==> src/rtl/seq_restoring_divider_pkg.sv <==
`default_nettype none
// +--------------------------------------------------------------------+
// | seq_restoring_divider_pkg: state encoding and defaults shared with |
// | the multiplier control.                       Revision: 1.0        |
// +--------------------------------------------------------------------+
package seq_restoring_divider_pkg;

    localparam logic [1:0] ST_IDLE = 2'd0;
    localparam logic [1:0] ST_RUN  = 2'd1;
    localparam logic [1:0] ST_DONE = 2'd2;

    localparam int DIV_WIDTH_DEFAULT = 8;

    typedef enum logic [1:0] {
        S_IDLE = ST_IDLE,
        S_RUN  = ST_RUN,
        S_DONE = ST_DONE
    } div_state_e;

endpackage
`default_nettype wire

==> src/rtl/seq_restoring_divider_if.sv <==
`default_nettype none
// +--------------------------------------------------------------------+
// | seq_restoring_divider_if: operand/result handshake bundle.         |
// |                                               Revision: 1.0        |
// +--------------------------------------------------------------------+
interface seq_restoring_divider_if
    import seq_restoring_divider_pkg::*;
#(
    parameter int WIDTH = DIV_WIDTH_DEFAULT
) ();

    logic             in_valid;
    logic             in_ready;
    logic [WIDTH-1:0] dividend;
    logic [WIDTH-1:0] divisor;
    logic             out_valid;
    logic             out_ready;
    logic [WIDTH-1:0] quotient;
    logic [WIDTH-1:0] remainder;
    logic             div_by_zero;
    logic             busy;

    modport master (
        output in_valid, dividend, divisor, out_ready,
        input  in_ready, out_valid, quotient, remainder, div_by_zero, busy
    );

    modport slave (
        input  in_valid, dividend, divisor, out_ready,
        output in_ready, out_valid, quotient, remainder, div_by_zero, busy
    );

endinterface
`default_nettype wire

==> src/rtl/seq_restoring_divider_div_step.sv <==
`default_nettype none
// +--------------------------------------------------------------------+
// | div_step: one restoring-division step using a WIDTH+1 bit ripple   |
// | subtractor.                                   Revision: 1.0        |
// +--------------------------------------------------------------------+
module div_step
    import seq_restoring_divider_pkg::*;
#(
    parameter int WIDTH = DIV_WIDTH_DEFAULT
) (
    input  wire logic [WIDTH-1:0] rem,
    input  wire logic             q_msb,
    input  wire logic [WIDTH-1:0] divisor,
    output logic      [WIDTH-1:0] rem_next,
    output logic                  q_bit
);

    logic [WIDTH:0]   w_t;
    logic [WIDTH-1:0] w_diff;
    logic [WIDTH:0]   w_borrow;
    logic             w_borrow_out;

    assign w_t         = {rem, q_msb};
    assign w_borrow[0] = 1'b0;

    for (genvar i = 0; i < WIDTH; i++) begin : g_bit
        assign w_diff[i]       = w_t[i] ^ divisor[i] ^ w_borrow[i];
        assign w_borrow[i+1]   = (~w_t[i] & divisor[i]) | (~(w_t[i] ^ divisor[i]) & w_borrow[i]);
    end

    // Top bit subtracts an implicit zero divisor bit; only its borrow matters.
    assign w_borrow_out = ~w_t[WIDTH] & w_borrow[WIDTH];

    assign q_bit    = ~w_borrow_out;
    assign rem_next = w_borrow_out ? w_t[WIDTH-1:0] : w_diff;

endmodule
`default_nettype wire

==> src/rtl/seq_restoring_divider.sv <==
`default_nettype none
// +--------------------------------------------------------------------+
// | seq_restoring_divider: multi-cycle unsigned restoring divider,     |
// | one quotient bit per clock.                   Revision: 1.0        |
// +--------------------------------------------------------------------+
module seq_restoring_divider
    import seq_restoring_divider_pkg::*;
#(
    parameter int WIDTH = DIV_WIDTH_DEFAULT
) (
    input wire logic               clk,
    input wire logic               rst_n,
    seq_restoring_divider_if.slave bus
);

    localparam int             CW         = $clog2(WIDTH);
    localparam logic [CW-1:0]  C_CNT_INIT = CW'(WIDTH - 1);

    div_state_e       r_state;
    div_state_e       w_state_next;
    logic [WIDTH-1:0] r_rem;
    logic [WIDTH-1:0] r_q;
    logic [WIDTH-1:0] r_div;
    logic [CW-1:0]    r_cnt;
    logic             r_dbz_pend;
    logic [WIDTH-1:0] r_quotient;
    logic [WIDTH-1:0] r_remainder;
    logic             r_dbz;
    logic [WIDTH-1:0] w_rem_next;
    logic             w_q_bit;
    logic             w_in_fire;
    logic             w_div_zero;

    assign w_in_fire  = (r_state == S_IDLE) && bus.in_valid;
    assign w_div_zero = (bus.divisor == '0);

    div_step #(.WIDTH(WIDTH)) u_div_step (
        .rem      (r_rem),
        .q_msb    (r_q[WIDTH-1]),
        .divisor  (r_div),
        .rem_next (w_rem_next),
        .q_bit    (w_q_bit)
    );

    always_ff @(posedge clk or negedge rst_n) begin
        if (!rst_n) begin
            r_state <= S_IDLE;
        end else begin
            r_state <= w_state_next;
        end
    end

    always_comb begin
        w_state_next = r_state;
        unique case (r_state)
            S_IDLE:  if (bus.in_valid)  w_state_next = S_RUN;
            S_RUN:   if (r_cnt == '0)   w_state_next = S_DONE;
            S_DONE:  if (bus.out_ready) w_state_next = S_IDLE;
            default: w_state_next = S_IDLE;
        endcase
    end

    // A zero divisor spends a single RUN cycle so its result appears one cycle after the handshake.
    always_ff @(posedge clk or negedge rst_n) begin
        if (!rst_n) begin
            r_rem       <= '0;
            r_q         <= '0;
            r_div       <= '0;
            r_cnt       <= '0;
            r_dbz_pend  <= 1'b0;
            r_quotient  <= '0;
            r_remainder <= '0;
            r_dbz       <= 1'b0;
        end else if (w_in_fire) begin
            r_rem      <= '0;
            r_q        <= bus.dividend;
            r_div      <= bus.divisor;
            r_dbz_pend <= w_div_zero;
            r_cnt      <= w_div_zero ? '0 : C_CNT_INIT;
        end else if (r_state == S_RUN) begin
            r_rem <= w_rem_next;
            r_q   <= {r_q[WIDTH-2:0], w_q_bit};
            if (r_cnt != '0) begin
                r_cnt <= r_cnt - CW'(1);
            end else if (r_dbz_pend) begin
                r_quotient  <= '1;
                r_remainder <= r_q;
                r_dbz       <= 1'b1;
            end else begin
                r_quotient  <= {r_q[WIDTH-2:0], w_q_bit};
                r_remainder <= w_rem_next;
                r_dbz       <= 1'b0;
            end
        end
    end

    assign bus.in_ready    = (r_state == S_IDLE);
    assign bus.out_valid   = (r_state == S_DONE);
    assign bus.busy        = (r_state != S_IDLE);
    assign bus.quotient    = r_quotient;
    assign bus.remainder   = r_remainder;
    assign bus.div_by_zero = r_dbz;

endmodule
`default_nettype wire

==> src/flat_wrapper.sv <==
// flat-port wrapper written by rule: the top's interface ports become plain ports
module seq_restoring_divider_flat import seq_restoring_divider_pkg::*;
#(
    parameter int WIDTH = DIV_WIDTH_DEFAULT
)
  (clk, rst_n, bus_in_valid, bus_dividend, bus_divisor, bus_out_ready, bus_in_ready, bus_out_valid, bus_quotient, bus_remainder, bus_div_by_zero, bus_busy);
  seq_restoring_divider_if #(.WIDTH(WIDTH)) bus_i ();
  input wire logic clk;
  input wire logic rst_n;
  input wire logic [$bits(bus_i.in_valid)-1:0] bus_in_valid;
  input wire logic [$bits(bus_i.dividend)-1:0] bus_dividend;
  input wire logic [$bits(bus_i.divisor)-1:0] bus_divisor;
  input wire logic [$bits(bus_i.out_ready)-1:0] bus_out_ready;
  output wire logic [$bits(bus_i.in_ready)-1:0] bus_in_ready;
  output wire logic [$bits(bus_i.out_valid)-1:0] bus_out_valid;
  output wire logic [$bits(bus_i.quotient)-1:0] bus_quotient;
  output wire logic [$bits(bus_i.remainder)-1:0] bus_remainder;
  output wire logic [$bits(bus_i.div_by_zero)-1:0] bus_div_by_zero;
  output wire logic [$bits(bus_i.busy)-1:0] bus_busy;
  assign bus_i.in_valid = bus_in_valid;
  assign bus_i.dividend = bus_dividend;
  assign bus_i.divisor = bus_divisor;
  assign bus_i.out_ready = bus_out_ready;
  assign bus_in_ready = bus_i.in_ready;
  assign bus_out_valid = bus_i.out_valid;
  assign bus_quotient = bus_i.quotient;
  assign bus_remainder = bus_i.remainder;
  assign bus_div_by_zero = bus_i.div_by_zero;
  assign bus_busy = bus_i.busy;
  seq_restoring_divider #(.WIDTH(WIDTH)) u_core (.clk(clk), .rst_n(rst_n), .bus(bus_i));
endmodule
==> config.mk <==
export PLATFORM = sky130hd
export DESIGN_NAME = seq_restoring_divider_flat
export DESIGN_NICKNAME = d
export VERILOG_FILES = /design/src/rtl/seq_restoring_divider_pkg.sv /design/src/rtl/seq_restoring_divider_if.sv /design/src/rtl/seq_restoring_divider_div_step.sv /design/src/rtl/seq_restoring_divider.sv /design/src/flat_wrapper.sv
export SDC_FILE = /design/constraint.sdc
export NUM_CORES = 1
export LEC_CHECK = 0
export ABC_AREA = 1
export BUFFER_PORTS_ARGS = -buffer_cell sky130_fd_sc_hd__buf_2
export CORE_MARGIN = 10
export CORE_UTILIZATION = 59
export DETAILED_ROUTE_END_ITERATION = 10
export GPL_TIMING_DRIVEN = 0
export PLACE_DENSITY = 0.9
export SLEW_MARGIN = 15
export SYNTH_ARGS = -nofsm -noshare
export SYNTH_HDL_FRONTEND = slang
export SYNTH_SLANG_ARGS = --single-unit
==> constraint.sdc <==
create_clock -name clk -period 10.7 [get_ports clk]
set_clock_uncertainty 0.2 [all_clocks]
set_input_delay 1.605 -clock clk [delete_from_list [all_inputs] [get_ports clk]]
set_output_delay 1.605 -clock clk [all_outputs]
set_load 0.01 [all_outputs]
==> results by group, run 1 <==
Run status
  – Status: completed

Setup path
  – Crit Reg-Reg Endpoint: u_core.bus.remainder[4]
  – Critical-path maximum fanout: 10
  – Crit path launch type: register
  – Critical path class: register to register
  – Worst endpoint required time: 10.74 ns
  – Worst reg2reg setup slack: 5.70 ns
  – CP endpoint kind: register
  – Launch point of the worst reg-to-reg path: u_core.r_q[7]
  – Worst setup path endpoint: u_core.bus.remainder[4]
  – Setup crit start: u_core.r_q[7]
  – Arr. time, crit path: 5.04 ns
  – Reg2Reg Depth: 15

Clock network
  – Post-CTS Setup Repair Bufs: 0
  – CTS tree: yes
  – Clock Latency Late Sink: 0.31 ns
  – CTS Hold Bufs: 0
  – CTS sink count: 47
  – Clock Path Buffers: 2
  – H-tree depth: 2
  – PostCTS Resize Cnt: 0
  – Root Driver: clkbuf_8
  – CTS buffer count: 5
  – Worst-path clk slew: 0.09 ns

Yosys
  – YS warnings: 0
  – Synth top area share: 0.5134
  – Sequential fraction of the synthesis area: 0.5134
  – Post-synth top area cell: dfrtp_1
  – Mapped Cells: 247
  – Area of the mapped netlist: 2291 µm²
  – Mapped Avg Cell Area: 9.275 µm²
  – Yosys cell types: 26
  – #FFs+latches synth: 47
  – Syn Nets: 277
  – Top post-synthesis cells by area: dfrtp_1, nand2_1, fa_1

Detailed routing
  – Post-route DRC: 0
  – Met2 Wirelength: 2672 µm
  – Drt via density: 5.482
  – Detailed-route via count: 1875
  – Post-route ant nets: 0
  – Highest routed layer: met4
  – Drt first pass iters: 4
  – Initial DRC count: 141
  – Final wirelength: 5195 µm
  – Mean routed wirelength per cell: 15.19 µm
  – M1 wire length: 2015 µm
  – Routed wire length on met3: 451 µm

Timing
  – Rel. slew slack: 0.3189
  – Worst Max-Slew Pin Slew: 1.022 ns
  – Min Tclk post-route: 5.003 ns
  – # setup viols final: 0
  – Max Fclk: 0.1999 GHz
  – Unrepaired setup endpoints after global routing: false
  – Fin Setup TNS: 0 ns
  – Worst hold slack: 0.3214 ns
  – Final Hold Vio Count: 0
  – Final worst slack: 5.697 ns
  – Fin crit share: 0.4675
  – Fin. max-slew vios: 0

Power
  – Switch share: 0.4507
  – Internal power: 0.5241 mW
  – Comb power frac: 0.523
  – Clk pwr share: 0.140
  – Sw power: 0.4300 mW
  – Peak supply drop: 0.0001533 V
  – Part of the power in registers: 0.337
  – Pwr/cell area: 358.5 nW/µm²
  – Pleak: 1.317 nW

GRT
  – Initial antenna violation count: 0
  – First-pass GRT wire length: 8562 µm
  – All-Layer GR Usage: 0.1635
  – Grt total ovfl: 0
  – Pin count of the biggest net entering global routing: 48
  – Vias in the first global route: 1909

Finish
  – # nets final: 323
  – Layout cells sized above 1: 0.2483
  – Non-filler cells in the finished layout: 342
  – Commonest non-fill, non-tap cell in the layout: nand2_1
  – Fin util: 0.7162
  – Most frequent cells in the layout: nand2_1, dfrtp_1, buf_2
  – Layout area overhead: 16.17%
  – Number of diodes: 0

Floorplan
  – Initial core utilization: 0.6165
  – Row count: 22
  – Die H: 82.32 µm
  – DIE AREA: 6776 µm²
  – I/O pin count: 40
  – Core area: 3716 µm²
  – Die Wd: 82.32 µm

Placement
  – Port bufs: 39
  – Post-DP HPWL: 3992 µm
  – RePlAce Congestion: 0.8074
  – Placement Setup Slack: 5.684 ns
  – DP Cell Count: 334

Worst hold path
  – Hold/Removal Path Class: register to register

Flow run
  – Max-cap violations: 0
per-stage QoR:
| step | area [µm²] | total power, mW |
|---|---|---|
| finish | 2661 | 0.9541 |
| global route | 2661 | 1.048 |
| CTS | 2661 | 0.9619 |
| detailed placement | 2546 | 0.8241 |
| global placement | 2546 | 0.7935 |
| floorplan | 2291 | 0.6718 |
synthesized netlist by cell type:
master	count
ha_1	3
clkbuf_1	2
nor2_2	2
or2_2	1
dfrtp_1	47
o21ai_2	1
o211ai_1	1
nand3_1	4
inv_1	23
inv_4	2
o21ai_0	17
nor2_1	23
buf_6	5
buf_4	1
nand2_4	1
nor2_8	1
a21oi_1	20
fa_1	7
o221ai_1	8
a21oi_2	5
inv_2	1
o31ai_1	1
nand2_1	64
buf_2	1
nand2_2	5
o21a_1	1
logic make-up (layout without fill, tap and decap cells):
| kind of cell | count (synthesis) | after routing | share of synthesized area |
|---|---|---|---|
| buf+inv | 35 | 82 | 0.07809 |
| simple gates | 101 | 101 | 0.1868 |
| fa+ha+maj | 10 | 10 | 0.07755 |
| compound gates | 54 | 54 | 0.1442 |
| flops | 47 | 47 | 0.5134 |
flip-flops by register name (all words and copies together), names as in the netlist:
signal / cells
u_core.bus.remainder: 8
u_core.r_state: 2
u_core.bus.div_by_zero: 1
u_core.r_dbz_pend: 1
u_core.r_div: 8
u_core.r_rem: 8
u_core.r_cnt: 3
u_core.bus.quotient: 8
u_core.r_q: 8
power by group through the flow:
stage / logic, mW / clock network, mW / registers (mW)
2_1_floorplan: 0.344 / 0 / 0.328
3_3_place_gp: 0.476 / 0 / 0.318
3_5_place_dp: 0.500 / 0 / 0.324
4_1_cts: 0.506 / 0.135 / 0.321
5_1_grt: 0.574 / 0.142 / 0.332
6_report: 0.499 / 0.133 / 0.322
worst max-delay path, cell delays in order, from the launching register on:
cell	delay, ns
dfrtp_1	0.39
inv_1	0.07
ha_1	0.22
fa_1	0.45
fa_1	0.46
fa_1	0.47
fa_1	0.46
fa_1	0.46
fa_1	0.47
fa_1	0.42
inv_1	0.08
nor2_2	0.08
buf_4	0.19
o21ai_0	0.27
nand2_1	0.10
a21oi_1	0.13
final cells by class:
cell class | count | area [µm²]
tap | 48 | 60.06
inverter | 26 | 102.6
timing repair buffer | 39 | 195.2
clock inverter | 3 | 46.29
sequential | 47 | 1176
clock buffer | 5 | 68.82
multi-input combinational | 165 | 935.9
fill | 276 | 1055
buffer | 9 | 76.32
routing by layer:
metal,GRT usage,up-vias
met5,0,-
met4,0.05442,0
met3,0.05184,5
met2,0.2862,79
met1,0.1841,900
li1,-,891
worst min-delay path by stage:
stage                        endpoint                   start  depth (start not counted)  slack, ns
3_5_place_dp          u_core.r_div[0]         u_core.r_div[0]                          2       0.30
3_3_place_gp   u_core.bus.div_by_zero  u_core.bus.div_by_zero                          2       0.28
4_1_cts               u_core.r_div[0]         u_core.r_div[0]                          2       0.32
2_1_floorplan         u_core.r_div[0]         u_core.r_div[0]                          2       0.25
6_report              u_core.r_div[7]         u_core.r_div[7]                          2       0.32
5_1_grt               u_core.r_div[5]         u_core.r_div[5]                          2       0.35
(Power assumes the default switching activity.)
==> run 2: changes to the inputs <==
--- a/config.mk
+++ b/config.mk
@@ -5,13 +5,13 @@
 export SDC_FILE = /design/constraint.sdc
 export NUM_CORES = 1
 export LEC_CHECK = 0
-export ABC_AREA = 1
+export ABC_AREA = 0
 export BUFFER_PORTS_ARGS = -buffer_cell sky130_fd_sc_hd__buf_2
 export CORE_MARGIN = 10
-export CORE_UTILIZATION = 59
+export CORE_UTILIZATION = 50
 export DETAILED_ROUTE_END_ITERATION = 10
 export GPL_TIMING_DRIVEN = 0
-export PLACE_DENSITY = 0.9
+export PLACE_DENSITY = 0.82
 export SLEW_MARGIN = 15
 export SYNTH_ARGS = -nofsm -noshare
 export SYNTH_HDL_FRONTEND = slang
==> constraint.sdc (replaced) <==
create_clock -name clk -period 4.2 [get_ports clk]
set_clock_uncertainty 0.2 [all_clocks]
set_input_delay 0.63 -clock clk [delete_from_list [all_inputs] [get_ports clk]]
set_output_delay 0.63 -clock clk [all_outputs]
set_load 0.01 [all_outputs]
==> run 2 against run 1 <==
First-iteration DRC count increased by 6.4%; combinational power increased to 3.0 times the previous value; design area increased by 7.8%.
==> results by group, run 2 <==
Run status
  – Status: completed

Timing
  – Max Fclk: 0.2433 GHz
  – Final Hold Vio Count: 0
  – # setup viols final: 0
  – Worst Max-Slew Pin Slew: 0.6335 ns
  – Fin crit share: 0.9787
  – Fin Setup TNS: 0 ns
  – Rel. slew slack: 0.5768
  – Unrepaired setup endpoints after global routing: true
  – Fin. max-slew vios: 0
  – Min Tclk post-route: 4.110 ns

Power
  – Peak supply drop: 0.0003553 V
  – Pwr/cell area: 920.2 nW/µm²
  – Power, Total: 2.639 mW
  – Pleak: 1.478 nW

Detailed routing
  – Drt via density: 5.540
  – Detailed-route via count: 1989
  – Final wirelength: 5828 µm
  – Mean routed wirelength per cell: 16.23 µm
  – Drt first pass iters: 6
  – Initial DRC count: 150
  – Post-route DRC: 0
  – Post-route ant nets: 0

Yosys
  – Sequential fraction of the synthesis area: 0.4881
  – Mapped Cells: 255
  – Synth top area share: 0.4881
  – Synth Flop Type: dfrtp_1
  – #FFs+latches synth: 47
  – Syn Nets: 285
  – Mapped Avg Cell Area: 9.450 µm²
  – Most instantiated cells after synthesis: nand2_1, dfrtp_1, o21ai_0, inv_1, a21oi_1
  – Post-synth top area cell: dfrtp_1
  – Top post-synthesis cells by area: dfrtp_1, nand2_1, fa_1
  – Most common cell in the netlist: nand2_1
  – EDFF count, synth: 0
  – Area of the mapped netlist: 2410 µm²
  – Post-synth ARST share: 1.000
  – YS warnings: 0
  – Yosys cell types: 32

Worst hold path
  – Hold/Removal Path Class: input pin to asynchronous set/reset pin

Setup path
  – Worst endpoint required time: 4.24 ns
  – Worst reg2reg setup slack: 0.09 ns
  – Crit path launch type: register
  – Arr. time, crit path: 4.15 ns
  – CP endpoint kind: register
  – Critical path class: register to register
  – Critical-path maximum fanout: 6

GRT
  – Vias in the first global route: 1928
  – Grt total ovfl: 0
  – All-Layer GR Usage: 0.1502
  – Pin count of the biggest net entering global routing: 48
  – First-pass GRT wire length: 9321 µm
  – Initial antenna violation count: 0

Finish
  – # nets final: 334
  – Layout area overhead: 19.00%
  – Number of diodes: 0
  – Layout cells sized above 1: 0.2459
  – Commonest non-fill, non-tap cell in the layout: nand2_1
  – Most frequent cells in the layout: nand2_1, dfrtp_1, buf_2
  – Number of fill cells in the layout: 413

Floorplan
  – Die H: 89.43 µm
  – I/O pin count: 40
  – Core area: 4692 µm²
  – Row count: 25
  – Die Wd: 89.43 µm
  – Initial core utilization: 0.5136
  – DIE AREA: 7997 µm²

Flow run
  – Max-cap violations: 0

Clock network
  – CTS Hold Bufs: 0
  – Clock Latency Late Sink: 0.30 ns
  – Clock Path Buffers: 2
  – H-tree depth: 2
  – CTS buffer count: 5
  – CTS sink count: 47
  – Worst-path clk slew: 0.09 ns
  – Root Driver: clkbuf_8
  – CTS tree: yes

Placement
  – Port bufs: 39
  – RePlAce Congestion: 0.8241
  – Post-DP HPWL: 4186 µm
## run 2: worst paths after layout
check,startpoint,end,cells past startpoint
max,u_core.r_q[7],u_core.bus.remainder[6],13
min,rst_n,u_core.bus.remainder[3],1
max reg2reg,u_core.r_q[7],u_core.bus.remainder[6],13
min reg2reg,u_core.bus.quotient[7],u_core.bus.quotient[7],2
max in group asynchronous,rst_n,u_core.r_div[4],1
min in group clk,u_core.bus.quotient[7],u_core.bus.quotient[7],2
## run 2: layout make-up
type / count / area (µm²) / share of cell area
inverters: 18 / 67.56 / 0.02356
plain buffers: 15 / 102.6 / 0.03578
repair buffers: 42 / 236.5 / 0.08246
well taps: 54 / 67.56 / 0.02356
multi-input cells: 175 / 1105 / 0.3853
clock buffers: 5 / 68.82 / 0.02400
flip-flops and latches: 47 / 1176 / 0.4101
clock inverters: 3 / 43.79 / 0.01527
## run 2: worst max-delay path, stage by stage (launching register included)
cell and delay (ns):
dfrtp_1 0.40, inv_1 0.06, ha_2 0.18, fa_2 0.35, fa_2 0.35, fa_2 0.35
fa_2 0.35, fa_2 0.35, fa_2 0.35, fa_2 0.42, buf_6 0.16, nor3b_1 0.14
a211o_1 0.28, a21oi_1 0.11
## run 2: kinds of logic after synthesis
kind of cell,count (synthesis),synth area share
simple gates,98,0.2015
compound gates,67,0.1688
flops,47,0.4881
buf+inv,33,0.06801
fa+ha+maj,10,0.07373
## run 2: report_power, final
| group | internal, mW | switching, mW |
|---|---|---|
| clock | 0.177 | 0.157 |
| combinational | 0.682 | 0.809 |
| sequential | 0.664 | 0.150 |
| total | 1.52 | 1.12 |
## run 2: through the flow
step                hold slack [ns]  instance area, µm²  std cells  setup slack, ns    util
CTS                          0.2714                2830        358          0.02235  0.6032
finish                       0.1253                2868        359          0.08962  0.6112
detailed placement           0.2504                2696        348          -0.3470  0.5747
global route                 0.1690                2868        359         -0.02157  0.6112
floorplan                    0.1344                2434        255          0.01336       -
global placement             0.2439                2696        348          -0.2501  0.5747
## run 2: per-layer routing
metal | track usage | vias to the layer above | part of all wire | wire (µm)
met1 | 0.1828 | 945 | 0.44 | 2546
met5 | 0 | - | 0 | 0
met2 | 0.2528 | 73 | 0.48 | 2790
met4 | 0.05491 | 0 | 0.018 | 105
met3 | 0.03464 | 9 | 0.066 | 386
li1 | - | 962 | - | -
## run 2: timing repair
item / in CTS / in global routing
cloned: 0 / 0
hold endpoints to repair: 0 / 0
setup buffers: 2 / 1
gates resized for setup: 5 / 8
pin swaps: 7 / 2
setup endpoints to repair: 18 / 11
==> run 3: changes to the inputs <==
--- a/config.mk
+++ b/config.mk
@@ -11,7 +11,7 @@
 export CORE_UTILIZATION = 50
 export DETAILED_ROUTE_END_ITERATION = 10
 export GPL_TIMING_DRIVEN = 0
-export PLACE_DENSITY = 0.82
+export PLACE_DENSITY_LB_ADDON = 0.15
 export SLEW_MARGIN = 15
 export SYNTH_ARGS = -nofsm -noshare
 export SYNTH_HDL_FRONTEND = slang
==> run 3 against run 2 <==
Non-clock buffer count up 1; core utilization up 1.0 points; critical endpoint unchanged; critical path depth unchanged; first-iteration DRC count down 41%; hold slack better by 0.14 ns; sequential power about the same; wire length down 3.9%; total power up 0.93%.
==> results by group, run 3 (synthesis results as in run 2) <==
Finish
  – # nets final: 335
  – Post-layout instance area: 2915 µm²
  – Number of fill cells in the layout: 431
  – Layout cells sized above 1: 0.2810
  – Non-filler cells in the finished layout: 360
  – Register Area: 1176 µm²
  – Number of diodes: 0
  – Multi-input combinational cell area: 1157 µm²
  – Layout area overhead: 20.98%
  – Fin util: 0.6213
  – Commonest non-fill, non-tap cell in the layout: nand2_1
  – Most frequent cells in the layout: nand2_1, dfrtp_1, buf_2

Setup path
  – CP endpoint kind: register
  – Most used cell, CP: fa_2
  – Critical path, cell by cell: inv_1 > ha_2 > fa_2 > fa_2 > fa_2 > fa_2 > fa_2 > fa_2 > fa_2 > buf_6 > nor3b_4 > a211o_1 > a21oi_2
  – Slowest-stage cell, CP: fa_2
  – Crit path launch type: register
  – Critical path class: register to register
  – Worst endpoint required time: 4.24 ns
  – CP max stage delay: 0.41 ns
  – Critical-path maximum fanout: 6
  – Arr. time, crit path: 4.18 ns

Detailed routing
  – Routed wire length on met3: 304 µm
  – Drt via density: 5.411
  – Highest routed layer: met4
  – Final wirelength: 5603 µm
  – M1 wire length: 2536 µm
  – Detailed-route via count: 1948
  – Post-route ant nets: 0
  – Met2 Wirelength: 2641 µm
  – Mean routed wirelength per cell: 15.56 µm
  – Initial DRC count: 89
  – Drt first pass iters: 4
  – Post-route DRC: 0

Placement
  – Post-DP HPWL: 4142 µm
  – Post-placement cell area: 2696 µm²
  – RePlAce Congestion: 0.8321
  – Port bufs: 39
  – DP Cell Count: 348

GRT
  – All-Layer GR Usage: 0.1507
  – Pin count of the biggest net entering global routing: 48
  – Vias in the first global route: 1968
  – Grt total ovfl: 0
  – Initial antenna violation count: 0
  – First-pass GRT wire length: 9349 µm

Floorplan
  – Row count: 25
  – Die H: 89.43 µm
  – Core area: 4692 µm²
  – Initial core utilization: 0.5136
  – DIE AREA: 7997 µm²
  – I/O pin count: 40
  – Die Wd: 89.43 µm

Timing
  – Fin Setup TNS: 0 ns
  – Worst Max-Slew Pin Slew: 1.047 ns
  – Fin. max-slew vios: 0
  – Final Hold Vio Count: 0
  – # setup viols final: 0
  – Rel. slew slack: 0.3019
  – Worst hold slack: 0.2686 ns
  – Unrepaired setup endpoints after global routing: true
  – Min Tclk post-route: 4.137 ns
  – Fin crit share: 0.9849
  – Max Fclk: 0.2417 GHz

Power
  – Peak supply drop: 0.0004171 V
  – Pleak: 1.487 nW
  – Pwr/cell area: 913.6 nW/µm²

Run status
  – Status: completed

Clock network
  – Worst-path clk slew: 0.09 ns
  – CTS sink count: 47
  – CTS buffer count: 5
  – Clock Latency Late Sink: 0.31 ns
  – CTS tree: yes
  – H-tree depth: 2
  – Root Driver: clkbuf_8
  – Clock Path Buffers: 2

Worst hold path
  – Hold/Removal Path Class: register to register

Flow run
  – Max-cap violations: 0
## run 3: worst max-delay path: cells and delay by family (launching register included)
family / cells / cell delay, ns
buf+inv: 2 / 0.20
compound gates: 2 / 0.37
flops: 1 / 0.38
simple gates: 1 / 0.14
fa+ha+maj: 8 / 2.78
## run 3: layer usage
metal / GRT usage / vias to the layer above
met1: 0.1857 / 928
met3: 0.03646 / 12
met4: 0.05925 / 0
li1: - / 968
met2: 0.2475 / 40
met5: 0 / -
## run 3: repair_timing
action / 4_1_cts / 5_1_grt
endpoints found under the setup margin: 18 / 15
pin swaps: 7 / 11
resized for setup: 6 / 21
buffers inserted: 2 / 2
hold buffers: 0 / 0
## run 3: area by class of cell
type	instances	area share
Buffer	15	0.03648
Clock buffer	6	0.02833
Clock inverter	2	0.005579
Inverter	18	0.02318
Multi-Input combinational cell	175	0.3970
Sequential cell	47	0.4034
Tap cell	54	0.02318
Timing Repair Buffer	43	0.08283
## run 3: per-stage QoR
stage	total power, mW	setup slack (ns)
after detailed placement	2.181	-0.2574
after global placement	2.133	-0.2420
final	2.664	0.06324
after floorplan	1.790	0.01336
after global routing	2.918	-0.04301
after CTS	2.521	0.005039
## run 3: path summary, 6_finish.rpt
kind | from | slack (ns) | end | cells after the start
worst max-delay path | u_core.r_q[7] | 0.06 | u_core.bus.remainder[6] | 13
worst min-delay path | u_core.bus.quotient[7] | 0.27 | u_core.bus.quotient[7] | 2
worst max register to register | u_core.r_q[7] | 0.06 | u_core.bus.remainder[6] | 13
worst min register to register | u_core.bus.quotient[7] | 0.27 | u_core.bus.quotient[7] | 2
min in group asynchronous | rst_n | 0.31 | u_core.r_rem[1] | 1
max in group asynchronous | rst_n | 2.85 | u_core.r_rem[2] | 1
## run 3: where the power goes
part	internal, mW	total (mW)	switching (mW)
Sequential	0.663	0.816	0.153
Combinational	0.731	1.55	0.822
Clock	0.135	0.294	0.160
